==> src/rtl/rob_commit.sv <==
// rob_commit: retire end of the reorder buffer.
//   Issue allocates entries at the tail, the CDB marks them complete, and
//   completed entries retire from the head one per cycle, in program order.
//
// Ports
//   clk1, rst          clock, synchronous active-high reset
//   flush              synchronous squash of every entry
//   alloc_valid/_func/_rd   allocation request from issue
//   alloc_ready        an entry is free
//   alloc_tag          index the next allocation receives
//   cdb_valid/_tag/_data    result broadcast
//   commit_*           registered retirement record (commit_valid is a pulse)
//   commit_add/_mul    class strobes for the reservation-station counters
//   rob_count          occupied entries, 0..DEPTH
//   rob_empty          rob_count == 0
module rob_commit #(
    parameter int DEPTH  = 8,
    parameter int TAG_W  = 3,
    parameter int DATA_W = 16,
    parameter int REG_W  = 4,
    parameter int FUNC_W = 4
) (
    input  logic              clk1,
    input  logic              rst,
    input  logic              flush,
    input  logic              alloc_valid,
    input  logic [FUNC_W-1:0] alloc_func,
    input  logic [REG_W-1:0]  alloc_rd,
    output logic              alloc_ready,
    output logic [TAG_W-1:0]  alloc_tag,
    input  logic              cdb_valid,
    input  logic [TAG_W-1:0]  cdb_tag,
    input  logic [DATA_W-1:0] cdb_data,
    output logic              commit_valid,
    output logic [TAG_W-1:0]  commit_tag,
    output logic [REG_W-1:0]  commit_rd,
    output logic [DATA_W-1:0] commit_data,
    output logic [FUNC_W-1:0] commit_func,
    output logic              commit_add,
    output logic              commit_mul,
    output logic [TAG_W:0]    rob_count,
    output logic              rob_empty
);

    localparam logic [TAG_W:0] PTR_ONE = (TAG_W+1)'(1);

    // Pointers carry an extra wrap bit above the index.
    logic [TAG_W:0]      r_head;
    logic [TAG_W:0]      r_tail;
    logic [DEPTH-1:0]    r_valid;
    logic [DEPTH-1:0]    r_ready;
    logic [FUNC_W-1:0]   r_func [DEPTH];
    logic [REG_W-1:0]    r_rd   [DEPTH];
    logic [DATA_W-1:0]   r_data [DEPTH];

    logic                r_commit_valid;
    logic [TAG_W-1:0]    r_commit_tag;
    logic [REG_W-1:0]    r_commit_rd;
    logic [DATA_W-1:0]   r_commit_data;
    logic [FUNC_W-1:0]   r_commit_func;
    logic                r_commit_add;
    logic                r_commit_mul;

    logic [TAG_W-1:0]    w_head_idx;
    logic [TAG_W-1:0]    w_tail_idx;
    logic                w_empty;
    logic                w_full;
    logic                w_alloc;
    logic                w_cdb_hit;
    logic                w_commit;
    logic [FUNC_W-1:0]   w_head_func;
    logic                w_is_add;
    logic                w_is_mul;

    assign w_head_idx  = r_head[TAG_W-1:0];
    assign w_tail_idx  = r_tail[TAG_W-1:0];
    assign w_empty     = (r_head == r_tail);
    assign w_full      = (w_head_idx == w_tail_idx) && (r_head[TAG_W] != r_tail[TAG_W]);

    // Full is judged on registered pointers only, so a same-cycle commit
    // does not open a slot until the following cycle.
    assign w_alloc     = alloc_valid && !w_full;
    // Only a pending entry accepts a result; stale or duplicate broadcasts
    // never overwrite data that may already be on its way to retirement.
    assign w_cdb_hit   = cdb_valid && r_valid[cdb_tag] && !r_ready[cdb_tag];
    assign w_commit    = r_valid[w_head_idx] && r_ready[w_head_idx];

    assign w_head_func = r_func[w_head_idx];
    assign w_is_add    = (w_head_func == FUNC_W'(0)) || (w_head_func == FUNC_W'(1));
    assign w_is_mul    = (w_head_func == FUNC_W'(2)) || (w_head_func == FUNC_W'(3));

    always_ff @(posedge clk1) begin
        if (rst || flush) begin
            r_head         <= '0;
            r_tail         <= '0;
            r_valid        <= '0;
            r_ready        <= '0;
            r_commit_valid <= 1'b0;
            r_commit_tag   <= '0;
            r_commit_rd    <= '0;
            r_commit_data  <= '0;
            r_commit_func  <= '0;
            r_commit_add   <= 1'b0;
            r_commit_mul   <= 1'b0;
        end else begin
            if (w_alloc) begin
                r_valid[w_tail_idx] <= 1'b1;
                r_ready[w_tail_idx] <= 1'b0;
                r_tail              <= r_tail + PTR_ONE;
            end
            if (w_cdb_hit) begin
                r_ready[cdb_tag] <= 1'b1;
            end

            r_commit_valid <= w_commit;
            r_commit_add   <= w_commit && w_is_add;
            r_commit_mul   <= w_commit && w_is_mul;
            if (w_commit) begin
                r_valid[w_head_idx] <= 1'b0;
                r_head              <= r_head + PTR_ONE;
                r_commit_tag        <= w_head_idx;
                r_commit_rd         <= r_rd[w_head_idx];
                r_commit_data       <= r_data[w_head_idx];
                r_commit_func       <= w_head_func;
            end
        end
    end

    // Payload storage needs no reset: an entry's contents are only consumed
    // once its valid/ready bits say so.
    always_ff @(posedge clk1) begin
        if (w_alloc) begin
            r_func[w_tail_idx] <= alloc_func;
            r_rd[w_tail_idx]   <= alloc_rd;
        end
        if (w_cdb_hit) begin
            r_data[cdb_tag] <= cdb_data;
        end
    end

    assign alloc_ready  = !w_full;
    assign alloc_tag    = w_tail_idx;
    assign rob_count    = r_tail - r_head;
    assign rob_empty    = w_empty;

    assign commit_valid = r_commit_valid;
    assign commit_tag   = r_commit_tag;
    assign commit_rd    = r_commit_rd;
    assign commit_data  = r_commit_data;
    assign commit_func  = r_commit_func;
    assign commit_add   = r_commit_add;
    assign commit_mul   = r_commit_mul;

endmodule

==> config.mk <==
export PLATFORM = sky130hd
export DESIGN_NAME = rob_commit
export DESIGN_NICKNAME = d
export VERILOG_FILES = /design/src/rtl/rob_commit.sv
export SDC_FILE = /design/constraint.sdc
export NUM_CORES = 1
export LEC_CHECK = 0
export ABC_AREA = 0
export BUFFER_PORTS_ARGS = -buffer_cell sky130_fd_sc_hd__buf_2
export CORE_AREA = 2 2 138 140
export CTS_BUF_LIST = sky130_fd_sc_hd__clkbuf_2
export DETAILED_ROUTE_END_ITERATION = 10
export DIE_AREA = 0 0 140 142
export PLACE_DENSITY = 0.71
export SLEW_MARGIN = 25
export SYNTH_ARGS = -nofsm -noshare
export SYNTH_HDL_FRONTEND = slang
export SYNTH_SLANG_ARGS = --single-unit
==> constraint.sdc <==
create_clock -name clk1 -period 3.2 [get_ports clk1]
set_input_delay 0.48 -clock clk1 [delete_from_list [all_inputs] [get_ports clk1]]
set_output_delay 0.48 -clock clk1 [all_outputs]
set_load 0.1 [all_outputs]
==> results of run 1 <==
path summary, 6_finish.rpt:
path,to,depth (start not counted),from
min,r_ready[0]$_SDFF_PP0_,4,cdb_tag[0]
max,rob_count[1],4,r_head[0]$_SDFFE_PP0P_
max reg2reg,commit_add$_SDFF_PP0_,6,r_head[1]$_SDFFE_PP0P_
min reg2reg,commit_func[2]$_SDFFE_PP0P_,2,commit_func[2]$_SDFFE_PP0P_
Yosys cell counts, drive strengths merged (2+ instances only):
cell type	number
clkbuf	21
a22oi	2
nand3	8
mux2	23
xor2	3
o211ai	3
mux2i	41
a211oi	10
o32ai	3
and4b	2
nand2	56
dfxtp	57
clkinv	2
and3b	2
a221oi	6
buf	24
a21oi	43
inv	9
nand2b	4
and2	2
a31oi	5
a22o	13
nor4b	3
mux4	10
nor2	32
o211a	2
edfxtp	192
nor4	2
nor3	6
o21ai	73
nand3b	13
nor2b	3
ha	5
xnor2	5
nor3b	6
metrics by stage:
stage               total power [uW]  area (sq um)  setup slack [ns]
CTS                             5770         11500            0.0373
floorplan                       3630          9920            0.0646
finish                          5720         11500             0.206
global route                    5950         11500            0.0724
global placement                3700         10600             0.623
detailed placement              3700         10600             0.552
per-layer routing:
layer	wire, um	GRT usage [%]
met2	10900	38.6
met5	0	0
met3	1330	4.58
met4	469	9.09
met1	9310	28.1
critical path: cells and delay by family, from the launching register on:
| family | cells | cell delay, ns |
|---|---|---|
| flops | 1 | 0.57 |
| fa+ha+maj | 2 | 0.72 |
| buf+inv | 2 | 0.39 |
cell type report:
class | count | area, sq um
Clock buffer | 91 | 455
Multi-Input combinational cell | 393 | 2770
Tap cell | 234 | 293
Sequential cell | 249 | 6910
Inverter | 11 | 46.3
Timing Repair Buffer | 129 | 926
Fill cell | 1420 | 6930
Antenna cell | 2 | 5.00
Clock inverter | 19 | 109
flip-flops by register name (all words and copies together), names as in the netlist, named ones only:
register,flops
r_data,128
r_func,32
r_rd,32
commit_data,16
r_ready,8
r_valid,8
commit_func,4
commit_rd,4
r_head,4
r_tail,4
commit_tag,3
commit_add,1
commit_mul,1
commit_valid,1
what timing repair did:
item | 4_1_cts | 5_1_grt
hold buffers | 28 | 0
buffers inserted | 0 | 4
gates resized for setup | 2 | 2
hold endpoints to repair | 204 | 0
setup endpoints to repair | 3 | 3
pin swaps | 0 | 0
power by group through the flow:
stage	logic (uW)	registers (uW)	clock network (uW)
after floorplan	62.4	3560	0
after global placement	134	3560	0
after detailed placement	138	3560	0
after CTS	165	3490	2120
after global routing	179	3490	2280
final	165	3490	2070
cells by family after synthesis:
family          after synthesis  share of synthesized area (%)
compound gates              162                           9.89
xor+xnor                      8                          0.707
fa+ha+maj                     6                          0.833
flops                       249                           69.7
mux                          74                           9.02
buf+inv                      56                           2.74
simple gates                143                           7.15
==> key figures, run 1 <==
Global route
  – Vias in the first global route: about 6.6k
  – First-pass GRT wire length: ~34000 um
  – Gr ovfl total: 0
  – Initial antenna violation count: 1
  – Gr usage total: about 22%
  – Largest net degree at the start of global routing: 49

Yosys
  – Sequential area share after synthesis: a little over two thirds
  – Ys async rst share: 0%
  – YS warnings: 0
  – Synth top area share: just under 60%
  – Post-synth EDFFs: roughly 190
  – Top area cells in the synthesized netlist: edfxtp_1 58%, dfxtp_1 12%, mux2i_1 4.1%
  – Top cell type by total area after synthesis: edfxtp_1
  – Flops & latches, synth: 249
  – Syn nets: approximately 740
  – Synthesized cell area: 0.00992 sq mm
  – Avg Cell Area, Syn: 14.2 sq um
  – Synthesized instance count: 698
  – Main synth FF type: edfxtp_1
  – Synth unique cells: between 40 and 50

Power and ir drop
  – Pleak: approximately 0.0041 uW
  – Pwr dens: ~500 mW/mm^2
  – Internal: approximately 4400 uW
  – Sw Ratio: a little under a quarter
  – Peak supply drop: around 0.27 mV
  – Combinational fraction of design power: 2.9%
  – Reg power frac: 61.0%
  – Sw Pwr: between 1000 and 1500 uW
  – Clock power share: approximately 36%

CTS
  – Longest Clk Path Bufs: 3
  – Total CTS buffers: 60
  – H-tree levels: 2
  – Worst-path clk slew: approximately 0.11 ns
  – Clock Latency Late Sink: ~0.85 ns
  – CTS tree: built
  – Sink Count: 249
  – CTS Root Cell: clkbuf_2

Route
  – WL/cell: 19.5 um
  – Total number of vias: roughly 6.3k
  – Antenna viol nets, final: 0
  – First-pass DRT Iterations: 8
  – DR vias/cell: approximately 5.6
  – Drt drc: 5
  – Final WL: around 22000 um
  – Iter 0 DRT Violations: 470

STA
  – Clk_skew: between 0.07 and 0.08 ns
  – RSZ-0062 raised after global routing: no
  – Hold Slack: 0.0532 ns
  – Final TNS setup: 0 ns
  – Final Max Slew Viols: 0
  – Endpoints failing hold: 0
  – Final worst path period share: between 90 and 100%
  – Fin crit period: between 2 and 3 ns
  – Slew @ Worst Pin: 0.811 ns
  – Fmax achieved: 0.334 GHz
  – Setup Viol. Count Final: 0
  – Worst slew margin: a little under half

Critical path
  – CP endpoint kind: output port
  – Crit path launch type: register
  – Slowest cell delay on critical path: 0.57 ns
  – Crit-path cells: ha_1 > fa_1 > inv_1 > clkbuf_4
  – CP Max Fanout: 25
  – CP Data Arrival Time: roughly 2.5 ns
  – Flop-to-flop setup slack: about 0.55 ns
  – Worst path slowest cell: dfxtp_4
  – Critical path class: register to output port
  – Req. time, crit path: about 2.7 ns

Placed design
  – RePlAce Congestion: slightly below 0.9
  – Placed Cells: 984
  – DP HPWL: between 10000 and 15000 um
  – Port bufs: 70

Floorplanning
  – Core ar.: approximately 0.018 sq mm
  – Chip Width: roughly 140 um
  – Std cell rows: 50
  – Die Ht: between 100 and 150 um
  – Initial Utilization: between 50% and 60%
  – I/O pin count: 71
  – Die area: around 0.020 sq mm

Flow run
  – Max-cap violations: 0

Worst hold path
  – Hold Crit Class: primary input to register

Cells and area
  – Area Growth Syn to Fin: 16.2%
  – Commonest non-fill, non-tap cells in the layout: 192 x edfxtp_1, 91 x clkbuf_2, 72 x o21ai_0
  – Share of cells above drive strength 1: 27.2%
  – Commonest non-fill, non-tap cell in the layout: edfxtp_1
  – Post-Layout Cell Count: roughly 1.1k
  – Nets: about 880
  – Fin util: about 62%

Outcome
  – Status: finished with violations
  – Failing checks: DRC
Note: power is estimated with default switching activity, not from simulation.
==> run 2: changes to the inputs <==
--- a/config.mk
+++ b/config.mk
@@ -8,7 +8,7 @@
 export ABC_AREA = 0
 export BUFFER_PORTS_ARGS = -buffer_cell sky130_fd_sc_hd__buf_2
 export CORE_AREA = 2 2 138 140
-export CTS_BUF_LIST = sky130_fd_sc_hd__clkbuf_2
+export CTS_BUF_LIST = sky130_fd_sc_hd__clkbuf_8
 export DETAILED_ROUTE_END_ITERATION = 10
 export DIE_AREA = 0 0 140 142
 export PLACE_DENSITY = 0.71
@@ -16,3 +16,4 @@
 export SYNTH_ARGS = -nofsm -noshare
 export SYNTH_HDL_FRONTEND = slang
 export SYNTH_SLANG_ARGS = --single-unit
+export TNS_END_PERCENT = 50
==> key figures, run 2 (same netlist as run 1, synthesis figures left out) <==
Cells and area
  – Commonest non-fill, non-tap cell in the layout: edfxtp_1
  – Filler Cells Inserted: approximately 1.4k
  – Nets: 830
  – Top reg by flops: r_data
  – Antenna Cells: 0
  – Max FFs per register: 128
  – Largest regs: r_data: 128 flops, r_func: 32 flops, r_rd: 32 flops
  – Area Growth Syn to Fin: 14.7%
  – Final Instance Area: approximately 0.011 sq mm
  – Share of cells above drive strength 1: 23.5%
  – Commonest non-fill, non-tap cells in the layout: 192 x edfxtp_1, 72 x o21ai_0, 66 x buf_2

Route
  – Final WL: approximately 22000 um
  – Iter 0 DRT Violations: a little over 400
  – DR vias/cell: a little under 6
  – Total number of vias: 6131
  – First-pass DRT Iterations: 8
  – WL/cell: 20.6 um
  – Antenna viol nets, final: 0
  – Drt drc: 5

Outcome
  – Failing checks: DRC
  – Status: finished with violations

Placed design
  – RePlAce Congestion: slightly below 0.9
  – Port bufs: 70
  – DP HPWL: approximately 13000 um
  – Placed Area: between 0.01 and 0.015 sq mm

Critical path
  – Crit path launch type: register
  – Worst r2r path cells: 5
  – Worst path slowest cell: dfxtp_2
  – Req. time, crit path: roughly 2.7 ns
  – R2r startpoint: r_head[1]$_SDFFE_PP0P_
  – Critical path class: register to output port
  – CP endpoint kind: output port
  – CP Data Arrival Time: ~2.6 ns
  – Flop-to-flop setup slack: 0.53 ns
  – Crit-path cells: clkinv_1 > ha_1 > a21o_1 > a21oi_1 > xnor2_2 > buf_12
  – Slowest cell delay on critical path: 0.53 ns
  – CP Max Fanout: 16
  – RR Endpoint: commit_func[1]$_SDFFE_PP0P_

STA
  – RSZ-0062 raised after global routing: no
  – Fin crit period: just over 3 ns
  – Final TNS setup: 0 ns
  – Final worst path period share: between 90% and 100%
  – Hold Slack: 0.224 ns
  – Fmax achieved: roughly 0.33 GHz
  – Worst slew margin: between 40% and 50%
  – Final Max Slew Viols: 0
  – Clk_skew: approximately 0.015 ns
  – Setup Viol. Count Final: 0
  – Endpoints failing hold: 0
  – Slew @ Worst Pin: 0.807 ns

Floorplanning
  – Initial Utilization: roughly 54%
  – Std cell rows: 50
  – Chip Width: approximately 140 um
  – I/O pin count: between 70 and 80
  – Die area: approximately 0.020 sq mm
  – Die Ht: between 100 and 150 um
  – Core ar.: ~0.018 sq mm

Global route
  – Gr usage total: between 20% and 30%
  – First-pass GRT wire length: around 34000 um
  – Initial antenna violation count: 0
  – Gr ovfl total: 0
  – Largest net degree at the start of global routing: 49
  – Vias in the first global route: 6211

Worst hold path
  – Worst min-delay path startpoint: cdb_data[11]
  – Hold Path Depth: 1
  – Hold EP: r_data[2][11]$_DFFE_PP_
  – Hold Crit Class: primary input to register

CTS
  – Longest Clk Path Bufs: 3
  – H-tree levels: 2
  – CTS Hold Buffers Added: 0
  – CTS tree: built
  – Total CTS buffers: 40
  – Post-cts resize count: 0
  – CTS Root Cell: clkbuf_8
  – Setup bufs post-CTS: 0
  – Clock Latency Late Sink: around 0.52 ns
  – Worst-path clk slew: ~0.060 ns
  – Sink Count: roughly 250

Flow run
  – Max-cap violations: 0

Power and ir drop
  – Pleak: about 0.004 uW
  – Peak supply drop: 0.408 mV
  – Post-route total power: approximately 6000 uW
  – Pwr dens: between 500 and 600 mW/mm^2
==> run 2: changes by cell type in the layout (fill, tap and decap cells not counted), moves of 2 or more <==
cell,delta
clkbuf_2,-91
clkbuf_8,+42
inv_1,+15
buf_4,-4
diode_2,-2
dlygate4sd3_1,-28
clkinv_2,+3
clkinv_1,-6
==> run 2: worst max-delay path: cells and delay by family, from the launching register on <==
kind	cells	cell delay [ns]
buffers and inverters	2	0.55
DFF	1	0.53
AOI/OAI and AO/OA	2	0.40
adders and majority gates	1	0.39
xor gates and xnor gates	1	0.16
==> run 2: layer usage <==
layer	share of wire [%]	vias to the layer above	track usage, %
met1	43	3039	28.4
met5	0	-	0
met4	2.5	0	8.93
met3	6.0	50	4.00
li1	-	2846	-
met2	49	196	37.6
==> run 2: final cells by class <==
cell class | instances | area, sq um | share of cell area [%]
clock inverters | 31 | 163 | 1.43
flip-flops and latches | 249 | 6910 | 60.8
clock buffers | 42 | 578 | 5.08
multi-input cells | 393 | 2770 | 24.4
repair buffers | 97 | 613 | 5.39
well taps | 234 | 293 | 2.57
inverters | 11 | 41.3 | 0.363
==> run 2: per-stage QoR <==
step                      setup slack, ns  std cells  util (%)
after global placement              0.623        984      57.6
after global routing               0.0293       1057      61.6
after floorplan                    0.0646        698         -
after detailed placement            0.552        984      57.6
final                               0.174       1057      61.6
after CTS                           0.144       1057      61.6
==> run 2: worst max path at each step <==
stage | slack (ns) | cells past startpoint | start | to
floorplan | 0.06 | 4 | r_head[2]$_SDFFE_PP0P_ | rob_count[2]
global placement | 0.62 | 5 | r_head[1]$_SDFFE_PP0P_ | register
detailed placement | 0.55 | 5 | r_head[1]$_SDFFE_PP0P_ | commit_add$_SDFF_PP0_
CTS | 0.14 | 6 | r_head[1]$_SDFFE_PP0P_ | rob_count[3]
global route | 0.03 | 6 | r_head[1]$_SDFFE_PP0P_ | rob_count[3]
finish | 0.17 | 6 | r_head[1]$_SDFFE_PP0P_ | rob_count[3]
==> run 2: power by group <==
part | switching (uW) | internal, uW | total [uW]
clock | 1210 | 1300 | 2520
combinational | 98.6 | 40.3 | 139
sequential | 4.77 | 3490 | 3490
total | 1320 | 4830 | 6150
==> run 3: changes to the inputs <==
--- a/config.mk
+++ b/config.mk
@@ -12,6 +12,7 @@
 export DETAILED_ROUTE_END_ITERATION = 10
 export DIE_AREA = 0 0 140 142
 export PLACE_DENSITY = 0.71
+export SETUP_SLACK_MARGIN = 0.5
 export SLEW_MARGIN = 25
 export SYNTH_ARGS = -nofsm -noshare
 export SYNTH_HDL_FRONTEND = slang
==> constraint.sdc (replaced) <==
create_clock -name clk1 -period 3.8 [get_ports clk1]
set_input_delay 0.57 -clock clk1 [delete_from_list [all_inputs] [get_ports clk1]]
set_output_delay 0.57 -clock clk1 [all_outputs]
set_load 0.1 [all_outputs]
==> key figures, run 3 (same netlist as run 1, synthesis figures left out) <==
STA
  – Endpoints failing hold: 0
  – Fin crit period: approximately 3.0 ns
  – Clk_skew: between 0.02 and 0.025 ns
  – Hold Slack: 0.303 ns
  – Setup Viol. Count Final: 0
  – Final TNS setup: 0 ns
  – Fmax achieved: roughly 0.34 GHz
  – Slew @ Worst Pin: between 1 and 1.5 ns
  – Final worst path period share: 78.0%
  – Worst slew margin: between 30% and 40%
  – Final Max Slew Viols: 0
  – RSZ-0062 raised after global routing: no

Flow run
  – Max-cap violations: 0

Critical path
  – CP endpoint kind: output port
  – Critical path class: register to output port
  – CP Data Arrival Time: roughly 2.4 ns
  – Req. time, crit path: roughly 3.2 ns
  – CP Max Fanout: 40
  – Crit path launch type: register

Cells and area
  – Share of cells above drive strength 1: 23.2%
  – Top reg by flops: r_data
  – Largest regs: r_data: 128 flops, r_func: 32 flops, r_rd: 32 flops
  – Area Growth Syn to Fin: 14.4%
  – Max FFs per register: approximately 130
  – Nets: 821
  – Commonest non-fill, non-tap cells in the layout: 192 x edfxtp_1, 72 x o21ai_0, 66 x buf_2
  – Antenna Cells: 0
  – Filler Cells Inserted: around 1.4k
  – Commonest non-fill, non-tap cell in the layout: edfxtp_1

CTS
  – CTS Root Cell: clkbuf_8
  – Post-cts resize count: 0
  – Longest Clk Path Bufs: 3
  – Total CTS buffers: 40
  – H-tree levels: 2
  – Clock Latency Late Sink: approximately 0.53 ns
  – Setup bufs post-CTS: 0
  – CTS tree: built
  – Worst-path clk slew: around 0.060 ns
  – CTS Hold Buffers Added: 0
  – Sink Count: around 250

Route
  – Iter 0 DRT Violations: about 430
  – Met2 WL post-DR: about 11000 um
  – Metal3 WL: around 1400 um
  – Antenna viol nets, final: 0
  – DR top layer: met5
  – WL/cell: 20.8 um
  – DR vias/cell: just under 6
  – Total number of vias: ~6.1k
  – First-pass DRT Iterations: 10
  – Drt drc: 5
  – Final WL: 21700 um
  – Metal-1 WL: slightly above 9000 um

Global route
  – Gr usage total: between 20% and 30%
  – Gr ovfl total: 0
  – Largest net degree at the start of global routing: 56
  – Vias in the first global route: 6235
  – Initial antenna violation count: 1
  – First-pass GRT wire length: between 30000 and 40000 um

Power and ir drop
  – Post-route total power: between 5000 and 6000 uW
  – Pwr dens: roughly 460 mW/mm^2
  – Peak supply drop: roughly 0.42 mV
  – Pleak: a little under 0.004 uW

Floorplanning
  – Core ar.: between 0.015 and 0.02 sq mm
  – Die area: about 0.02 sq mm
  – Initial Utilization: a little over half
  – Chip Width: 140 um
  – Die Ht: 142 um
  – Std cell rows: 50
  – I/O pin count: around 70

Outcome
  – Status: finished with violations
  – Failing checks: DRC

Placed design
  – Port bufs: 70
  – RePlAce Congestion: between 0.8 and 0.9
  – DP HPWL: 12900 um

Worst hold path
  – Hold Crit Class: primary input to register
run 3: worst paths after layout:
kind,endpoint,slack [ns],from,cells past startpoint
min,r_data[7][11]$_DFFE_PP_,0.30,cdb_data[11],1
min reg2reg,commit_func[3]$_SDFFE_PP0P_,0.46,commit_func[3]$_SDFFE_PP0P_,2
max reg2reg,r_valid[2]$_SDFF_PP0_,1.09,r_head[2]$_SDFFE_PP0P_,7
max,rob_count[1],0.84,r_head[0]$_SDFFE_PP0P_,4
run 3: per-layer routing:
metal,track usage (%),up-vias
li1,-,2822
met1,28.7,2995
met2,38.7,211
met3,4.58,38
met4,6.86,2
met5,0,-
run 3: critical path, stage by stage (launching register included):
cell     delay (ns)
dfxtp_4        0.67
ha_1           0.28
fa_1           0.43
inv_1          0.06
buf_2          0.41
run 3: power breakdown:
group          total, uW  internal, uW  switching [uW]
registers           2940          2940            4.42
logic                117          33.8            82.9
clock network       2110          1110            1000
run 3: cell type report:
type / count / area [sq um] / share of cell area [%]
inverter: 11 / 41.3 / 0.364
sequential: 249 / 6910 / 60.9
clock inverter: 27 / 115 / 1.01
clock buffer: 46 / 633 / 5.58
multi-input combinational: 393 / 2780 / 24.5
tap: 234 / 293 / 2.58
timing repair buffer: 88 / 571 / 5.03
run 3: metrics by stage:
stage | instance area [sq um] | utilization, % | setup WS [ns] | instances
4_1_cts | 11300 | 61.4 | 0.831 | 1048
6_report | 11300 | 61.5 | 0.836 | 1048
5_1_grt | 11300 | 61.5 | 0.730 | 1048
3_3_place_gp | 10600 | 57.4 | 1.22 | 975
3_5_place_dp | 10600 | 57.4 | 1.11 | 975
2_1_floorplan | 9920 | - | 0.575 | 698
